## src/rtl/dht11_pkg.sv

```systemverilog
// rtl/dht11_pkg.sv - shared types, default timings and frame helpers for the DHT11 reader
package dht11_pkg;

   typedef enum logic [3:0] {
      ST_IDLE,
      ST_START_LOW,
      ST_WAIT_RESP,
      ST_RESP_LOW,
      ST_RESP_HIGH,
      ST_BIT_LOW,
      ST_BIT_HIGH,
      ST_CHECK,
      ST_HOLDOFF
   } dht11_state_t;

   localparam int DEF_CLK_FREQ_HZ   = 100_000_000;
   localparam int DEF_START_LOW_US  = 18_000;
   localparam int DEF_TIMEOUT_US    = 200;
   localparam int DEF_BIT_THRESH_US = 40;
   localparam int DEF_HOLDOFF_US    = 1_000_000;

   localparam int CNT_W      = 20;
   localparam int FRAME_BITS = 40;

   // Byte positions inside the 40-bit frame, byte 4 arrives first.
   localparam int HUM_INT_IDX  = 4;
   localparam int HUM_DEC_IDX  = 3;
   localparam int TEMP_INT_IDX = 2;
   localparam int TEMP_DEC_IDX = 1;
   localparam int CSUM_IDX     = 0;

   function automatic logic [7:0] frame_byte(input logic [FRAME_BITS-1:0] frame, input int idx);
      return frame[idx*8 +: 8];
   endfunction

   function automatic logic checksum_ok(input logic [FRAME_BITS-1:0] frame);
      logic [7:0] sum;
      sum = frame_byte(frame, HUM_INT_IDX) + frame_byte(frame, HUM_DEC_IDX)
          + frame_byte(frame, TEMP_INT_IDX) + frame_byte(frame, TEMP_DEC_IDX);
      return sum == frame_byte(frame, CSUM_IDX);
   endfunction

endpackage

```

## src/rtl/us_tick_gen.sv

```systemverilog
// rtl/us_tick_gen.sv - prescaler producing a one-cycle pulse every DIV clocks
module us_tick_gen #(
   parameter int DIV = 100
) (
   input  logic clk,
   input  logic rst,
   input  logic clear,
   output logic tick
);

   localparam int W = (DIV > 1) ? $clog2(DIV) : 1;
   localparam logic [W-1:0] LAST = W'(DIV - 1);

   logic [W-1:0] count;

   // clear preloads the terminal value so the first tick lands on the very next cycle
   always_ff @(posedge clk or posedge rst) begin
      if (rst) begin
         count <= '0;
      end else if (clear) begin
         count <= LAST;
      end else if (count == LAST) begin
         count <= '0;
      end else begin
         count <= count + 1'b1;
      end
   end

   assign tick = (count == LAST);

endmodule

```

## src/rtl/dht11_reader.sv

```systemverilog
// rtl/dht11_reader.sv - DHT11 single-wire transaction engine: start pulse, response, 40-bit capture, checksum
module dht11_reader
   import dht11_pkg::*;
#(
   parameter int CLK_FREQ_HZ   = DEF_CLK_FREQ_HZ,
   parameter int START_LOW_US  = DEF_START_LOW_US,
   parameter int TIMEOUT_US    = DEF_TIMEOUT_US,
   parameter int BIT_THRESH_US = DEF_BIT_THRESH_US,
   parameter int HOLDOFF_US    = DEF_HOLDOFF_US
) (
   input  logic        clk,
   input  logic        rst,
   input  logic        start,
   input  logic        dht_in,
   output logic        dht_oe,
   output logic [15:0] data,
   output logic [39:0] raw,
   output logic        data_valid,
   output logic        error,
   output logic        busy
);

   localparam int TICK_DIV = CLK_FREQ_HZ / 1_000_000;

   localparam logic [CNT_W-1:0] START_LOW_CNT = CNT_W'(START_LOW_US);
   localparam logic [CNT_W-1:0] TIMEOUT_CNT   = CNT_W'(TIMEOUT_US);
   localparam logic [CNT_W-1:0] THRESH_CNT    = CNT_W'(BIT_THRESH_US);
   localparam logic [CNT_W-1:0] HOLDOFF_CNT   = CNT_W'(HOLDOFF_US);
   localparam logic [CNT_W-1:0] CNT_MAX       = '1;

   dht11_state_t          state;
   logic [CNT_W-1:0]      dur;
   logic [5:0]            bit_cnt;
   logic [FRAME_BITS-1:0] shreg;
   logic [2:0]            sync_q;
   logic                  line;
   logic                  line_q;
   logic                  rise;
   logic                  fall;
   logic                  timed_out;
   logic                  tick;
   logic                  tick_clear;

   // Stages 0/1 synchronize; stage 2 is the previous synchronized value for edge detection.
   always_ff @(posedge clk or posedge rst) begin
      if (rst) begin
         sync_q <= '1;
      end else begin
         sync_q <= {sync_q[1:0], dht_in};
      end
   end

   assign line      = sync_q[1];
   assign line_q    = sync_q[2];
   assign rise      = line & ~line_q;
   assign fall      = ~line & line_q;
   assign timed_out = (dur >= TIMEOUT_CNT);
   assign busy      = (state != ST_IDLE);

   // Re-phasing the prescaler at the start of a high phase makes the bit width measurement exact in µs.
   assign tick_clear = (state == ST_BIT_LOW) && rise;

   us_tick_gen #(
      .DIV(TICK_DIV)
   ) u_tick (
      .clk  (clk),
      .rst  (rst),
      .clear(tick_clear),
      .tick (tick)
   );

   always_ff @(posedge clk or posedge rst) begin
      if (rst) begin
         state      <= ST_IDLE;
         dur        <= '0;
         bit_cnt    <= '0;
         shreg      <= '0;
         data       <= '0;
         raw        <= '0;
         data_valid <= 1'b0;
         error      <= 1'b0;
         dht_oe     <= 1'b0;
      end else begin
         dht_oe <= (state == ST_START_LOW);
         if (tick && dur != CNT_MAX) begin
            dur <= dur + 1'b1;
         end
         case (state)
            ST_IDLE: begin
               if (start) begin
                  state      <= ST_START_LOW;
                  dur        <= '0;
                  data_valid <= 1'b0;
                  error      <= 1'b0;
               end
            end
            ST_START_LOW: begin
               if (dur >= START_LOW_CNT) begin
                  state <= ST_WAIT_RESP;
                  dur   <= '0;
               end
            end
            ST_WAIT_RESP: begin
               if (fall) begin
                  state <= ST_RESP_LOW;
                  dur   <= '0;
               end else if (timed_out) begin
                  error <= 1'b1;
                  state <= ST_HOLDOFF;
                  dur   <= '0;
               end
            end
            ST_RESP_LOW: begin
               if (rise) begin
                  state <= ST_RESP_HIGH;
                  dur   <= '0;
               end else if (timed_out) begin
                  error <= 1'b1;
                  state <= ST_HOLDOFF;
                  dur   <= '0;
               end
            end
            ST_RESP_HIGH: begin
               if (fall) begin
                  state   <= ST_BIT_LOW;
                  bit_cnt <= '0;
                  dur     <= '0;
               end else if (timed_out) begin
                  error <= 1'b1;
                  state <= ST_HOLDOFF;
                  dur   <= '0;
               end
            end
            ST_BIT_LOW: begin
               if (rise) begin
                  state <= ST_BIT_HIGH;
                  dur   <= '0;
               end else if (timed_out) begin
                  error <= 1'b1;
                  state <= ST_HOLDOFF;
                  dur   <= '0;
               end
            end
            ST_BIT_HIGH: begin
               if (fall) begin
                  shreg <= {shreg[FRAME_BITS-2:0], (dur > THRESH_CNT)};
                  dur   <= '0;
                  if (bit_cnt == 6'(FRAME_BITS - 1)) begin
                     state <= ST_CHECK;
                  end else begin
                     bit_cnt <= bit_cnt + 1'b1;
                     state   <= ST_BIT_LOW;
                  end
               end else if (timed_out) begin
                  error <= 1'b1;
                  state <= ST_HOLDOFF;
                  dur   <= '0;
               end
            end
            ST_CHECK: begin
               if (checksum_ok(shreg)) begin
                  raw        <= shreg;
                  data       <= {frame_byte(shreg, HUM_INT_IDX), frame_byte(shreg, TEMP_INT_IDX)};
                  data_valid <= 1'b1;
               end else begin
                  error <= 1'b1;
               end
               state <= ST_HOLDOFF;
               dur   <= '0;
            end
            ST_HOLDOFF: begin
               if (dur >= HOLDOFF_CNT) begin
                  state <= ST_IDLE;
                  dur   <= '0;
               end
            end
            default: begin
               state <= ST_IDLE;
               dur   <= '0;
            end
         endcase
      end
   end

endmodule
```

## config.mk

```make
export PLATFORM = sky130hd
export DESIGN_NAME = dht11_reader
export DESIGN_NICKNAME = d
export VERILOG_FILES = /design/src/rtl/dht11_pkg.sv /design/src/rtl/us_tick_gen.sv /design/src/rtl/dht11_reader.sv
export SDC_FILE = /design/constraint.sdc
export NUM_CORES = 1
export LEC_CHECK = 0
export CORE_AREA = 2 2 85 128
export DETAILED_ROUTE_END_ITERATION = 10
export DIE_AREA = 0 0 87 130
export PLACE_DENSITY = 0.85
export SYNTH_ARGS = -nofsm -noshare
export SYNTH_HDL_FRONTEND = slang
export SYNTH_HIERARCHICAL = 1
export SYNTH_SLANG_ARGS = --single-unit
```

## constraint.sdc

```tcl
create_clock -name clk -period 5.5 [get_ports clk]
set_input_delay 0.55 -clock clk [delete_from_list [all_inputs] [get_ports clk]]
set_output_delay 0.55 -clock clk [all_outputs]
set_load 0.005 [all_outputs]
```

==> results.ini <==
[hold_path]
hp-class = flip-flop to flip-flop

[grt]
grt_pass1_vias = 4417
grt_max_degree = 71
grt_usage_pct = 25.1
grt_overflow = 0
grt_antenna_before_repair = 0
grt_pass1_wl_um = 21700

[worst_setup_path]
worstPathArrival_ps = 4750
r2r_slack_ps = 1050
cp_max_fo = 26
worstSetupPathType = flip-flop to flip-flop
endpoint_kind = flip-flop
cp.required_ps = 5800
cp-start-kind = flip-flop

[timing]
max_clock_freq_mhz = 224
timing.final.crit_share_pct = 81.0
finalHoldViolCount = 0
period_minus_slack_ps = 4450
tns_ps = 0
worstMarginPinSlew_ps = 1010
slew_headroom_pct = 32.3
finalMaxSlewViolations = 0
setup_viol = 0
rsz0062_at_grt = no
finClkSkew_ps = 7.39

[synthesis]
synth_flop_cell = dfrtp_1
synth_fp_nets = 562
synth_cell_types = 60
yosysWarnings = 6
synthesis.instances = 533
synth-edff-count = 0
postSynthAreaPerCell_um2 = 11.7
synth_most_common_cell = dfrtp_1
async_reset_ff_share_pct = 100
syn_area_mm2 = 0.00625
ys_top_cells_by_count = dfrtp_1, mux2_2, nor2_1
synth_top_cell_area_share_pct = 48.1
ys_ff_latch = 123
yosysTopAreaCell = dfrtp_1
ys_seq_area_share_pct = 49.3
ys_top_cells_by_area = dfrtp_1, mux2_2, fa_1

[route]
ant_nets = 0
drc_errors = 0
first_pass_iters = 5
drt-total-wl_um = 13100
drtIter0Drc = 196
viasPerCell = 5.94
vias = 4232
wl_per_cell_um = 18.4

[status]
status = complete, no violations

[clock_tree]
cts_buffer_depth = 2
cts_tree = done
path_clk_slew_ps = 60
cts_buffers = 17
htree_levels = 4
ctsRootBufferMaster = clkbuf_16
cts_resized = 0
cts_hold_buf = 0
clock_latency_ps = 420
post_cts_buffers = 0
cts_sinks = 123

[placement]
port_buffers = 63
gp_congestion = 0.855
hpwl_um = 8790

[floorplan]
fp.dieArea_mm2 = 0.0113
die_w_um = 87
num_rows = 46
initial_utilization_pct = 60.6
fp.coreArea_mm2 = 0.0103
fp.dieH_um = 130
io_pins = 64

[final_layout]
areaGrowthSynthToFinish_pct = 17.6
fin_nets = 608
drive_gt1_share_pct = 21.5
n_antenna_cell = 0
fin_util_pct = 71.3

[flow_run]
drv_cap = 0

[power_and_ir_drop]
p_leak_nw = 3.38
power.density_mw_per_mm2 = 338
vdd_drop_max_uv = 243

-- cells by family (layout without fill, tap and decap cells) --
kind of cell,count (synthesis),after routing,share of synthesized area (%)
xor gates and xnor gates,41,41,5.75
and+or+nand+nor,147,147,12.4
muxes,77,77,13.8
buffers and inverters,61,120,5.67
adders and majority gates,25,25,6.69
AOI/OAI and AO/OA,59,59,6.31
DFF,123,123,49.3
-- sequential cells by signal, indices dropped and copies added (netlist names), 3 cells and up --
register	flops
data	16
u_tick/count	7
state	4
raw	24
shreg	40
dur	20
sync_q	3
bit_cnt	6
-- metrics by stage --
stage | hold slack, ps | power [mW] | std cells | worst slack, ps | instance area [um^2]
2_1_floorplan | 345 | 1.39 | 533 | 1840 | 6250
3_3_place_gp | 347 | 1.47 | 680 | 1230 | 6810
3_5_place_dp | 347 | 1.49 | 680 | 1080 | 6810
4_1_cts | 355 | 2.49 | 712 | 1040 | 7350
5_1_grt | 357 | 2.59 | 712 | 845 | 7350
6_report | 354 | 2.49 | 712 | 1050 | 7350
-- area by class of cell --
cell class                      count  area (um^2)
Multi-Input combinational cell    349         2830
Clock inverter                     14          100
Tap cell                          120          150
Inverter                           22         85.1
Sequential cell                   123         3080
Clock buffer                       18          439
Fill cell                         690         2960
Timing Repair Buffer               66          666
-- power by group --
| group | leakage (nW) | switching (mW) | internal [mW] | total, mW |
|---|---|---|---|---|
| clock | 0.250 | 0.413 | 0.585 | 0.998 |
| combinational | 1.45 | 0.247 | 0.181 | 0.428 |
| sequential | 1.68 | 0.100 | 0.959 | 1.06 |
| total | 3.38 | 0.761 | 1.73 | 2.49 |
-- layer usage --
layer	share of wire, %	GRT usage, %	wire length [um]
met5	0	0	0
met4	1.6	9.19	207
met3	4.1	5.69	542
met1	38	29.8	5030
met2	56	44.3	7290
-- placed cells by master, fill, tap and decap left out, drive strengths merged, types with 3 or more instances in the layout --
master / n
dfrtp: 120
mux2: 75
clkdlybuf4s50: 63
nor2: 37
nand2: 33
xnor2: 26
inv: 23
clkbuf: 18
a21oi: 17
o21ai: 16
nor3: 16
xor2: 15
nand3: 15
fa: 14
ha: 11
nand4: 9
nor4: 7
clkinv: 7
clkinvlp: 6
and3: 5
o21bai: 4
nor2b: 4
or2: 4
or4: 4
o31a: 4
a211oi: 3
nand2b: 3
dfstp: 3
buf: 3
-- critical path, cell delays in order, from the launching register on --
cell	delay, ps
dfrtp_1	420
fa_1	540
inv_1	50
fa_1	510
inv_1	50
ha_1	210
fa_1	400
a21o_1	190
a21oi_1	230
o21ai_0	160
xnor2_1	200
nor3_4	710
buf_12	270
mux2_2	360
-- worst paths after layout --
kind | from | to | cells past startpoint
setup / recovery | shreg[9] | data[5] | 13
hold reg to reg | sync_q[0] | sync_q[1] | 0
hold / removal | sync_q[0] | sync_q[1] | 0
setup reg to reg | shreg[9] | data[5] | 13
max in group asynchronous | rst | dur[2] | 3
min in group asynchronous | rst | u_tick/count[6] | 2
Power figures use the tool's default switching activity.
